$ cat config.mk
export PLATFORM = sky130hd
export DESIGN_NAME = huffman_bit_decoder
export DESIGN_NICKNAME = d
export VERILOG_FILES = /design/src/rtl/huffman_pkg.sv /design/src/rtl/huffman_code_match.sv /design/src/rtl/huffman_bit_decoder.sv
export SDC_FILE = /design/constraint.sdc
export NUM_CORES = 1
export LEC_CHECK = 0
export CAP_MARGIN = 25
export CORE_MARGIN = 4
export CORE_UTILIZATION = 45
export CTS_CLUSTER_DIAMETER = 120
export CTS_CLUSTER_SIZE = 10
export DETAILED_ROUTE_END_ITERATION = 12
export PLACE_DENSITY = 0.78
export SLEW_MARGIN = 20
export SYNTH_ARGS = -nofsm -noshare
export SYNTH_HDL_FRONTEND = slang
export SYNTH_SLANG_ARGS = --single-unit
$ cat constraint.sdc
create_clock -name CLK -period 2.4 [get_ports CLK]
set_input_delay 0.48 -clock CLK [delete_from_list [all_inputs] [get_ports CLK]]
set_output_delay 0.48 -clock CLK [all_outputs]
set_load 0.02 [all_outputs]
$ cat src/rtl/huffman_pkg.sv
// Shared sizing, state encoding and entry helpers for the Huffman bit decoder.
// Table entries are in marker form: the codeword sits right-aligned behind a leading '1'.
package huffman_pkg;

    localparam int SYM_W   = 2;
    localparam int MAX_LEN = 3;
    localparam int ENTRY_W = MAX_LEN + 1;
    localparam int NUM_SYM = 2 ** SYM_W;
    localparam int TABLE_W = NUM_SYM * ENTRY_W;
    localparam int LEN_W   = $clog2(MAX_LEN + 1);

    // Entries with no marker bit above position 0 carry no codeword.
    localparam logic [ENTRY_W-1:0] ENTRY_UNUSED_0 = 4'b0000;
    localparam logic [ENTRY_W-1:0] ENTRY_UNUSED_1 = 4'b0001;

    typedef enum logic [1:0] {
        ST_IDLE  = 2'd0,
        ST_SHIFT = 2'd1,
        ST_EMIT  = 2'd2,
        ST_ERR   = 2'd3
    } dec_state_t;

    function automatic logic [ENTRY_W-1:0] to_marker(input logic [MAX_LEN-1:0] acc,
                                                     input logic [LEN_W-1:0]   len);
        return {1'b0, acc} | (ENTRY_W'(1) << len);
    endfunction

endpackage

$ cat src/rtl/huffman_code_match.sv
// Compares a marker-form accumulator against every table entry.
// When several entries match, the lowest index is reported.
module huffman_code_match
    import huffman_pkg::*;
(
    input  logic [TABLE_W-1:0] code_table,
    input  logic [ENTRY_W-1:0] marker,
    output logic               hit,
    output logic [SYM_W-1:0]   index
);

    logic [ENTRY_W-1:0] entry;

    // Scan downwards so the last assignment made is the lowest matching index.
    always_comb begin
        hit   = 1'b0;
        index = '0;
        entry = '0;
        for (int i = NUM_SYM - 1; i >= 0; i--) begin
            entry = code_table[i*ENTRY_W +: ENTRY_W];
            if (entry != ENTRY_UNUSED_0 && entry != ENTRY_UNUSED_1 && entry == marker) begin
                hit   = 1'b1;
                index = SYM_W'(i);
            end
        end
    end

endmodule

$ cat src/rtl/huffman_bit_decoder.sv
// Serial Huffman decoder: shifts in code bits MSB-first, emits symbol indices
// over valid/ready, flags undecodable input and counts delivered symbols.
//
// state | meaning
// IDLE  | no table loaded since reset, bits refused
// SHIFT | accepting bits, accumulating the current codeword
// EMIT  | symbol held on SYM_OUT until the consumer takes it
// ERR   | no match within MAX_LEN bits, stuck until reset or table load
module huffman_bit_decoder
    import huffman_pkg::*;
#(
    parameter int CNT_W = 16
) (
    input  logic               CLK,
    input  logic               RST,
    input  logic [TABLE_W-1:0] CODE_TABLE,
    input  logic               TABLE_LOAD,
    input  logic               BIT_IN,
    input  logic               BIT_VALID,
    output logic               BIT_READY,
    output logic [SYM_W-1:0]   SYM_OUT,
    output logic               SYM_VALID,
    input  logic               SYM_READY,
    output logic               DEC_ERROR,
    output logic [CNT_W-1:0]   SYM_COUNT
);

    dec_state_t         state;
    logic [TABLE_W-1:0] table_q;
    logic [MAX_LEN-1:0] acc;
    logic [LEN_W-1:0]   len;

    logic [MAX_LEN-1:0] next_acc;
    logic [LEN_W-1:0]   next_len;
    logic [ENTRY_W-1:0] next_marker;
    logic               hit;
    logic [SYM_W-1:0]   hit_index;

    assign next_acc    = MAX_LEN'({acc, BIT_IN});
    assign next_len    = len + 1'b1;
    assign next_marker = to_marker(next_acc, next_len);

    huffman_code_match u_match (
        .code_table (table_q),
        .marker     (next_marker),
        .hit        (hit),
        .index      (hit_index)
    );

    always_ff @(posedge CLK) begin
        if (RST) begin
            state     <= ST_IDLE;
            table_q   <= '0;
            acc       <= '0;
            len       <= '0;
            BIT_READY <= 1'b0;
            SYM_OUT   <= '0;
            SYM_VALID <= 1'b0;
            DEC_ERROR <= 1'b0;
            SYM_COUNT <= '0;
        end else if (TABLE_LOAD) begin
            // A load wins over any handshake in the same cycle; pending symbol is dropped.
            state     <= ST_SHIFT;
            table_q   <= CODE_TABLE;
            acc       <= '0;
            len       <= '0;
            BIT_READY <= 1'b1;
            SYM_VALID <= 1'b0;
            DEC_ERROR <= 1'b0;
            SYM_COUNT <= '0;
        end else begin
            case (state)
                ST_SHIFT: begin
                    if (BIT_VALID && BIT_READY) begin
                        acc <= next_acc;
                        len <= next_len;
                        if (hit) begin
                            SYM_OUT   <= hit_index;
                            SYM_VALID <= 1'b1;
                            BIT_READY <= 1'b0;
                            state     <= ST_EMIT;
                        end else if (next_len == LEN_W'(MAX_LEN)) begin
                            DEC_ERROR <= 1'b1;
                            BIT_READY <= 1'b0;
                            state     <= ST_ERR;
                        end
                    end
                end
                ST_EMIT: begin
                    if (SYM_READY) begin
                        SYM_VALID <= 1'b0;
                        SYM_COUNT <= SYM_COUNT + 1'b1;
                        acc       <= '0;
                        len       <= '0;
                        BIT_READY <= 1'b1;
                        state     <= ST_SHIFT;
                    end
                end
                default: begin
                end
            endcase
        end
    end

endmodule

==> flow_metrics.py <==
metrics = {
    "clock_tree": {
        "cts_num_sinks": 43,
        "worst_skew_pair.late_latency_ns": 0.29,
        "cts.reportedPaths.clkPinSlew_ns": 0.08,
        "ctsLongestPathBuffers": 2,
        "cts.htree.levels": 2,
        "cts-buffers-inserted": 5,
        "clock_root_buffer": "clkbuf_8",
        "cts_tree": "built",
        "ctsHoldBuffers": 0,
    },
    "timing": {
        "max_slew.worst_pin.slew_ns": 0.377,
        "setup_slack_ns": 0.0598,
        "clock-skew-final_ns": 0.00597,
        "hold_viol": 0,
        "setup_viol": 0,
        "final_period_minus_worst_setup_slack_ns": 2.34,
        "timing.fmax_mhz": 427,
        "drv_slew": 0,
        "min_period_over_period_pct": 97.5,
        "max-slew-margin-rel_pct": 74.8,
        "fin_tns_setup_ns": 0,
    },
    "critical_path": {
        "max_stage_delay_ns": 0.36,
        "cp_cell_sequence": "inv_2 > ha_4 > or3b_4 > a211o_1 > a211oi_4 > nor4_4 > nor3_2 > mux2_4",
        "cp_max_fo": 4,
        "critical_path.top_delay_family": "simple AND/OR/NAND/NOR gates",
        "depth_of_the_worst_register_to_register_path": 8,
        "critPathArrivalTime_ns": 2.52,
        "timing.critical_path.slowest_stage_cell": "or3b_4",
        "worstSetupStartpointType": "flop",
        "cp-end-kind": "flop",
        "required_ns": 2.58,
        "cp.buffers_inverters": 1,
        "cp.depth": 8,
        "critPathKind": "flop to flop",
    },
    "global_routing": {
        "number_of_global_route_vias_before_repair": 1587,
        "antenna_violations_before_repair": 0,
        "global_route.overflow_total": 0,
        "first_pass_grt_wire_length_um": 7310,
        "grt_start_max_net_pins": 22,
        "global_route.usage.total_pct": 15.1,
    },
    "floorplan": {
        "fp.dieH_um": 76.2,
        "die_width_um": 76.2,
        "floorplan.io_pins": 43,
        "placementRows": 24,
        "die_area_um2": 5810,
        "design.core.area_um2": 4440,
        "floorplan.initialDensity_pct": 47.2,
    },
    "logic_synthesis": {
        "syn_inst": 224,
        "ys_ff_latch": 43,
        "syn-cell-area_um2": 2100,
        "sequential_to_total_area_share_from_yosys_stat_pct": 41.1,
        "synth_top_cell_by_area": "dfxtp_1",
        "synth-main-ff-cell": "dfxtp_1",
        "synth_area_leaders": "dfxtp_1 41%, mux2i_1 8.1%, nor2_1 8.1%",
        "synth_cell_types": 42,
        "synth_edf_count": 0,
        "ys_warn_count": 0,
        "synth.avg_cell_area_um2": 9.36,
        "async_reset_ff_share_pct": 0,
        "postSynthNetCount": 251,
        "synthDominantCellAreaShare_pct": 41.1,
    },
    "route": {
        "antenna_violating_nets_post_route": 0,
        "drc": 0,
        "via_count": 1699,
        "wire_per_inst_um": 13.3,
        "viasPerCell": 5.18,
        "route.final.wire_length_um": 4360,
        "first_pass_iters": 4,
        "detail_route.iter0.violations": 123,
    },
    "power_and_ir_drop": {
        "power_frac_clock_pct": 35.4,
        "power.static_leakage_nw": 1.04,
        "intPower_mw": 1.07,
        "combinationalPowerShare_pct": 10.6,
        "power_switching_mw": 0.313,
        "p_per_area_nw_per_um2": 504,
        "sw_ratio_pct": 22.6,
        "vdd_drop_max_v": 0.000312,
        "seq_power_share_pct": 54.0,
    },
    "run_status": {
        "status": "complete, no violations",
    },
    "worst_hold_path": {
        "hold_path_class": "flop to flop",
        "holdPathStages": 2,
    },
    "job": {
        "max-cap-violations": 0,
    },
    "cells_and_area": {
        "fillers": 382,
        "sequential_cell_area_um2": 863,
        "multiInputGateArea_um2": 1190,
        "areaGrowthSynthToFinish_pct": 31.3,
        "n_diodes": 0,
        "nets": 302,
        "drive_gt1_share_pct": 14.5,
    },
    "placement": {
        "buffer_ports.inserted": 42,
        "gp_congestion": 0.758,
        "place_worst_setup_slack_ns": -0.125,
        "hpwlAfterDp_um": 3230,
    },
}
## per-layer routing
metal	vias to the layer above	global-route usage (%)	routed length [um]
met1	795	19.6	2050
met3	7	3.55	159
met5	-	0	0
met2	34	24.7	2100
met4	0	4.89	49
li1	863	-	-
## repair_timing
item | in CTS | in global routing
setup endpoints to repair | 0 | 1
resized for setup | 0 | 10
buffers inserted | 0 | 2
## per-stage QoR
step | power, mW | instances | utilization, % | cell area (um^2) | hold WS, ns
detailed placement | 0.909 | 318 | 58.6 | 2610 | 0.448
CTS | 1.40 | 326 | 60.9 | 2710 | 0.460
floorplan | 0.848 | 224 | - | 2100 | 0.458
global placement | 0.905 | 318 | 58.6 | 2610 | 0.441
global route | 1.45 | 328 | 61.9 | 2750 | 0.467
finish | 1.39 | 328 | 61.9 | 2750 | 0.461
## state kept, by name, summed over array words and instances (netlist names)
name	flops
SYM_COUNT	16
SYM_OUT	2
table_q	16
len	2
SYM_VALID	1
acc	2
BIT_READY	1
state	2
DEC_ERROR	1
## worst min-delay path, delay by kind of cell, from the launching register on
kind	cells	cell delay (ns)
compound gates	1	0.05
flops	1	0.31
buf+inv	1	0.05
## synth_stat cells (2+ instances only)
| master | count |
|---|---|
| o21ai_0 | 6 |
| and3_1 | 4 |
| mux2i_1 | 17 |
| nor2_1 | 45 |
| a22oi_1 | 3 |
| nand2_1 | 10 |
| nor3_1 | 5 |
| inv_1 | 4 |
| xnor2_1 | 12 |
| or3b_1 | 2 |
| clkbuf_1 | 5 |
| nand3_1 | 8 |
| nand4_1 | 4 |
| a2111oi_4 | 2 |
| a211oi_1 | 3 |
| a21oi_1 | 5 |
| dfxtp_1 | 43 |
| or3_1 | 2 |
| buf_1 | 3 |
| nor2b_1 | 2 |
| xor2_1 | 13 |
| ha_1 | 5 |
| buf_6 | 2 |
## area by class of cell
cell class	count	area share (%)
Inverter	4	0.545
Multi-Input combinational cell	166	43.3
Sequential cell	43	31.4
Clock buffer	8	3.64
Tap cell	52	2.36
Timing Repair Buffer	55	18.8
## kinds of logic (layout without fill, tap and decap cells)
logic type	Yosys count	count (layout)	share of synthesized area [%]
simple gates	91	91	21.6
flops	43	43	41.1
compound gates	26	26	11.0
xor+xnor	25	25	10.4
mux	19	19	9.37
buf+inv	15	67	3.46
fa+ha+maj	5	5	2.99
## path summary, 6_finish.rpt
kind / slack, ns / end / from
worst max-delay path: 0.06 / SYM_OUT[0] / len[0]
worst min-delay path: 0.46 / SYM_OUT[1] / SYM_OUT[1]
worst max register to register: 0.06 / SYM_OUT[0] / len[0]
worst min register to register: 0.46 / SYM_OUT[1] / SYM_OUT[1]
## cell usage in the layout, fill, tap and decap left out, drive strengths merged, types with 8 or more instances in the layout
cell type and n:
buf 13, xor2 13, xnor2 12, nand2 10, nor2 46, mux2i 17
nand3 8, clkdlybuf4s50 42, clkbuf 8, dfxtp 43
## power groups by stage
| stage | Combinational [mW] | Sequential, mW | Clock (mW) |
|---|---|---|---|
| 5_1_grt | 0.161 | 0.752 | 0.537 |
| 3_5_place_dp | 0.144 | 0.765 | 0 |
| 4_1_cts | 0.145 | 0.748 | 0.503 |
| 3_3_place_gp | 0.141 | 0.765 | 0 |
| 6_report | 0.147 | 0.749 | 0.491 |
| 2_1_floorplan | 0.0865 | 0.762 | 0 |
Power figures use the tool's default switching activity.
